**src/rtl/slot_snap_ctrl.sv**
```systemverilog
// Snapshot controller for 32-slot multiplexed pipeline signals: aligns to slot 0,
// captures one full frame into a buffer, then streams it out over valid/ready.
module slot_snap_ctrl #(
  parameter int W   = 10,
  parameter int STG = 0
) (
  input  logic         clk,
  input  logic         rst_n,
  input  logic         cen,
  input  logic [W-1:0] mixed,
  input  logic [4:0]   cnt,
  input  logic         trig,
  input  logic         abort,
  output logic         busy,
  output logic         out_valid,
  input  logic         out_ready,
  output logic [W-1:0] out_data,
  output logic [4:0]   out_slot,
  output logic         done,
  output logic         err
);

  typedef enum logic [1:0] {
    IDLE,
    ALIGN,
    CAPTURE,
    DRAIN
  } state_t;

  // (cnt + 33 - STG) mod 32 folded into a single 5-bit offset; identical result
  localparam logic [4:0] SLOT_OFS = 5'((33 - STG) % 32);

  state_t       state;
  logic [4:0]   slot;
  logic [4:0]   widx;
  logic [4:0]   ridx;
  logic         wr_en;
  logic [W-1:0] mem [32];

  assign slot = cnt + SLOT_OFS;

  always_comb begin
    wr_en = 1'b0;
    if (cen && !abort) begin
      case (state)
        ALIGN:   wr_en = (slot == 5'd0);
        CAPTURE: wr_en = (slot == widx);
        default: wr_en = 1'b0;
      endcase
    end
  end

  // widx is held at 0 throughout ALIGN, so it addresses the slot-0 write too
  always_ff @(posedge clk) begin
    if (wr_en) mem[widx] <= mixed;
  end

  always_ff @(posedge clk or negedge rst_n) begin
    if (!rst_n) begin
      state     <= IDLE;
      busy      <= 1'b0;
      out_valid <= 1'b0;
      out_data  <= '0;
      out_slot  <= '0;
      done      <= 1'b0;
      err       <= 1'b0;
      widx      <= '0;
      ridx      <= '0;
    end else begin
      done <= 1'b0;
      if (abort) begin
        state     <= IDLE;
        busy      <= 1'b0;
        out_valid <= 1'b0;
        widx      <= '0;
        ridx      <= '0;
      end else begin
        case (state)
          IDLE: begin
            // done is high only in the first IDLE cycle; a trig there is dropped
            if (trig && !done) begin
              state <= ALIGN;
              busy  <= 1'b1;
              widx  <= '0;
              ridx  <= '0;
            end
          end
          ALIGN: begin
            if (cen && slot == 5'd0) begin
              widx  <= 5'd1;
              state <= CAPTURE;
            end
          end
          CAPTURE: begin
            if (cen) begin
              if (slot == widx) begin
                widx <= widx + 5'd1;
                if (widx == 5'd31) begin
                  state     <= DRAIN;
                  ridx      <= '0;
                  out_valid <= 1'b1;
                  out_data  <= mem[0];
                  out_slot  <= '0;
                end
              end else begin
                err   <= 1'b1;
                widx  <= '0;
                state <= ALIGN;
              end
            end
          end
          DRAIN: begin
            if (out_valid && out_ready) begin
              if (ridx == 5'd31) begin
                out_valid <= 1'b0;
                done      <= 1'b1;
                busy      <= 1'b0;
                ridx      <= '0;
                state     <= IDLE;
              end else begin
                ridx     <= ridx + 5'd1;
                out_data <= mem[ridx + 5'd1];
                out_slot <= ridx + 5'd1;
              end
            end
          end
          default: state <= IDLE;
        endcase
      end
    end
  end

endmodule

```
**config.mk**
```make
export PLATFORM = sky130hd
export DESIGN_NAME = slot_snap_ctrl
export DESIGN_NICKNAME = d
export VERILOG_FILES = /design/src/rtl/slot_snap_ctrl.sv
export SDC_FILE = /design/constraint.sdc
export NUM_CORES = 1
export LEC_CHECK = 0
export BUFFER_PORTS_ARGS = -buffer_cell sky130_fd_sc_hd__buf_2
export CAP_MARGIN = 20
export CORE_MARGIN = 4
export CORE_UTILIZATION = 55
export DETAILED_ROUTE_END_ITERATION = 8
export PLACE_DENSITY = 0.72
export SYNTH_ARGS = -nofsm -noshare
export SYNTH_HDL_FRONTEND = slang
export SYNTH_SLANG_ARGS = --single-unit
```
**constraint.sdc**
```tcl
create_clock -name clk -period 4.51 [get_ports clk]
set_input_delay 0.902 -clock clk [delete_from_list [all_inputs] [get_ports clk]]
set_output_delay 0.902 -clock clk [all_outputs]
set_load 0.05 [all_outputs]
```
==> summary.txt <==
Number of max-cap violations = 0
Share of cells above drive strength 1 = 25.5%
Vias in the first global route = 7,726
Dpl ws = 0.750 ns
Routed WL = 32,400 um
Synth Area in Simple Gates = 4.89%
Netlist cell types = 56
Clk_lat worst skew = 0.52 ns
WL per Instance = 26.9 um
First-pass GRT wire length = 49,500 um
Synth Flop Type = edfxtp_1
Fillers = 1,767
Most frequent cells in the layout = edfxtp_1 (320), mux4_2 (80), mux2i_1 (48)
Chip height = 170 um
Number of port buffers = 39
Num Clock Sinks = 351
First drt pass iteration count = 5
Number of synthesized flops with an enable pin = 320
Total leakage power = 0.00531 uW
Peak VDD IR = 514 uV
Syn_area_per_cell = 18.7 um^2
Synth Cell Area = 14,500 um^2
H-Tree Depth = 2
# setup viols final = 0
Status = finished, final reports clean
Vias = 7,695
# Post-CTS Setup Buffers = 0
Adder-cell area share of the yosys netlist = 1.12%
Synth Area in XOR/XNOR = 0.656%
Clock slew at reported path FFs = 0.06 ns
RSZ-0062 raised after global routing = false
Largest net degree at the start of global routing = 85
Post-route ant nets = 0
WP data required = 4.64 ns
Crit end category = flop
Root Buffer = clkbuf_16
Crit path DAT = 3.42 ns
Ys Warns = 0
Initial core utilization = 55.8%
Max Clock Skew = 0.0158 ns
Fin nets = 876
Peak fanout along the critical path = 10
Die X = 170 um
Multi-input logic area = 3880 um^2
FP Rows = 59
DP HPWL = 20,600 um
Worst min path class = input port to asynchronous set/reset pin
Crit path launch type = input port
Core area = 26,000 um^2
Residual DRC = 0
Commonest non-fill, non-tap cell in the layout = edfxtp_1
Io pins = 40
Final Cycle Share = 72.9%
Synth Area in Compound Gates = 3.05%
Async set-or-reset flop fraction in the synthesized netlist = 8.83%
Mapped Cells = 775
CTS max path bufs = 3
Vias per Instance = 6.39
N_diodes = 0
Worst slew pin tran = 0.913 ns
Gpl congestion = 0.907
Fin. max-slew vios = 0
Largest family of logic cells by synthesized area = multiplexers
CTS tree = yes
Setup TNS = 0 ns
Finished Core Util = 63.4%
Fraction of synthesized area in multiplexers = 16.9%
CTS Hold Bufs = 0
Drt first-iter violations = 898
CTS resizes = 0
Area grow syn2layout = 13.7%
Post-synth net total = 809
Total power divided by cell area = 487 nW/um^2
Hold violation count in the final report = 0
Max transition margin = 38.9%
Setup WS post-layout = 1.22 ns
Sequential share of the synthesized area = 71.6%
CP Class = input port to flop
Grt total ovfl = 0
CTS buffer count = 37
#FFs+latches synth = 351
Register area = 10,400 um^2
Antenna violations before repair = 0
Maximum clock rate = 0.304 GHz
Tmin final = 3.29 ns
Gr usage total = 22.8%
Die area = 29,000 um^2
[path summary, 6_finish.rpt]
check / slack, ns / depth (start not counted) / to / start
min: 0.42 / 1 / out_slot[1] / rst_n
max: 1.22 / 7 / mem[20][4] / cnt[0]
max in group asynchronous: 3.59 / 1 / ridx[0] / rst_n
min in group clk: 0.47 / 1 / err / err
max reg2reg: 1.26 / 7 / out_data[3] / ridx[0]
min reg2reg: 0.47 / 1 / err / err
[area by class of cell]
class | count | share of cell area [%]
clock buffer | 45 | 6.06
timing repair buffer | 69 | 2.70
clock inverter | 22 | 1.59
sequential | 351 | 63.0
tap | 335 | 2.54
inverter | 22 | 0.501
multi-input combinational | 361 | 23.6
[per-stage QoR]
stage | total power, uW | cell area (um^2) | cells | hold slack (ns)
after global placement | 4920 | 15200 | 1138 | 0.454
after floorplan | 4610 | 14500 | 775 | 0.531
after CTS | 8060 | 16500 | 1205 | 0.438
after detailed placement | 4950 | 15200 | 1138 | 0.451
after global routing | 8300 | 16500 | 1205 | 0.471
final | 8020 | 16500 | 1205 | 0.423
[state kept, by name, summed over array words and instances (netlist names)]
| name | flops |
|---|---|
| busy | 1 |
| done | 1 |
| err | 1 |
| mem | 320 |
| out_data | 10 |
| out_slot | 5 |
| out_valid | 1 |
| ridx | 5 |
| state | 2 |
| widx | 5 |
[power by group]
part	internal (uW)	switching (uW)	leakage (uW)
combinational	413	773	0.00141
clock	1920	1200	0.000620
sequential	3630	72.7	0.00328
[cell usage after synthesis (11+ instances only)]
master | count | area (um^2)
edfxtp_1 | 320 | 9610
ha_1 | 13 | 163
dfrtp_1 | 31 | 776
mux4_2 | 80 | 1800
mux2i_1 | 48 | 480
nand2_1 | 24 | 90.1
nor2_1 | 42 | 158
inv_1 | 22 | 82.6
nor3_1 | 32 | 160
clkbuf_1 | 26 | 97.6
or4_1 | 12 | 90.1
nand3_1 | 11 | 55.1
[critical path, stage by stage]
cell and delay (ns):
buf_2 0.13, ha_1 0.29, or4_1 0.59, a21oi_1 0.41, o21ai_1 0.18, buf_4 0.19
nor2_1 0.70
[cell families after synthesis]
logic type / after synthesis
flops: 351
xor+xnor: 10
compound gates: 52
buf+inv: 63
simple gates: 144
fa+ha+maj: 13
mux: 142
[layer usage]
layer / up-vias / global-route usage, % / routed length, um
li1: 3271 / - / -
met4: 0 / 6.94 / 1030
met1: 3948 / 34.7 / 13800
met2: 406 / 34.5 / 15100
met5: - / 0 / 0
met3: 70 / 4.02 / 2470
No activity file was read; power rests on OpenSTA's default activity.
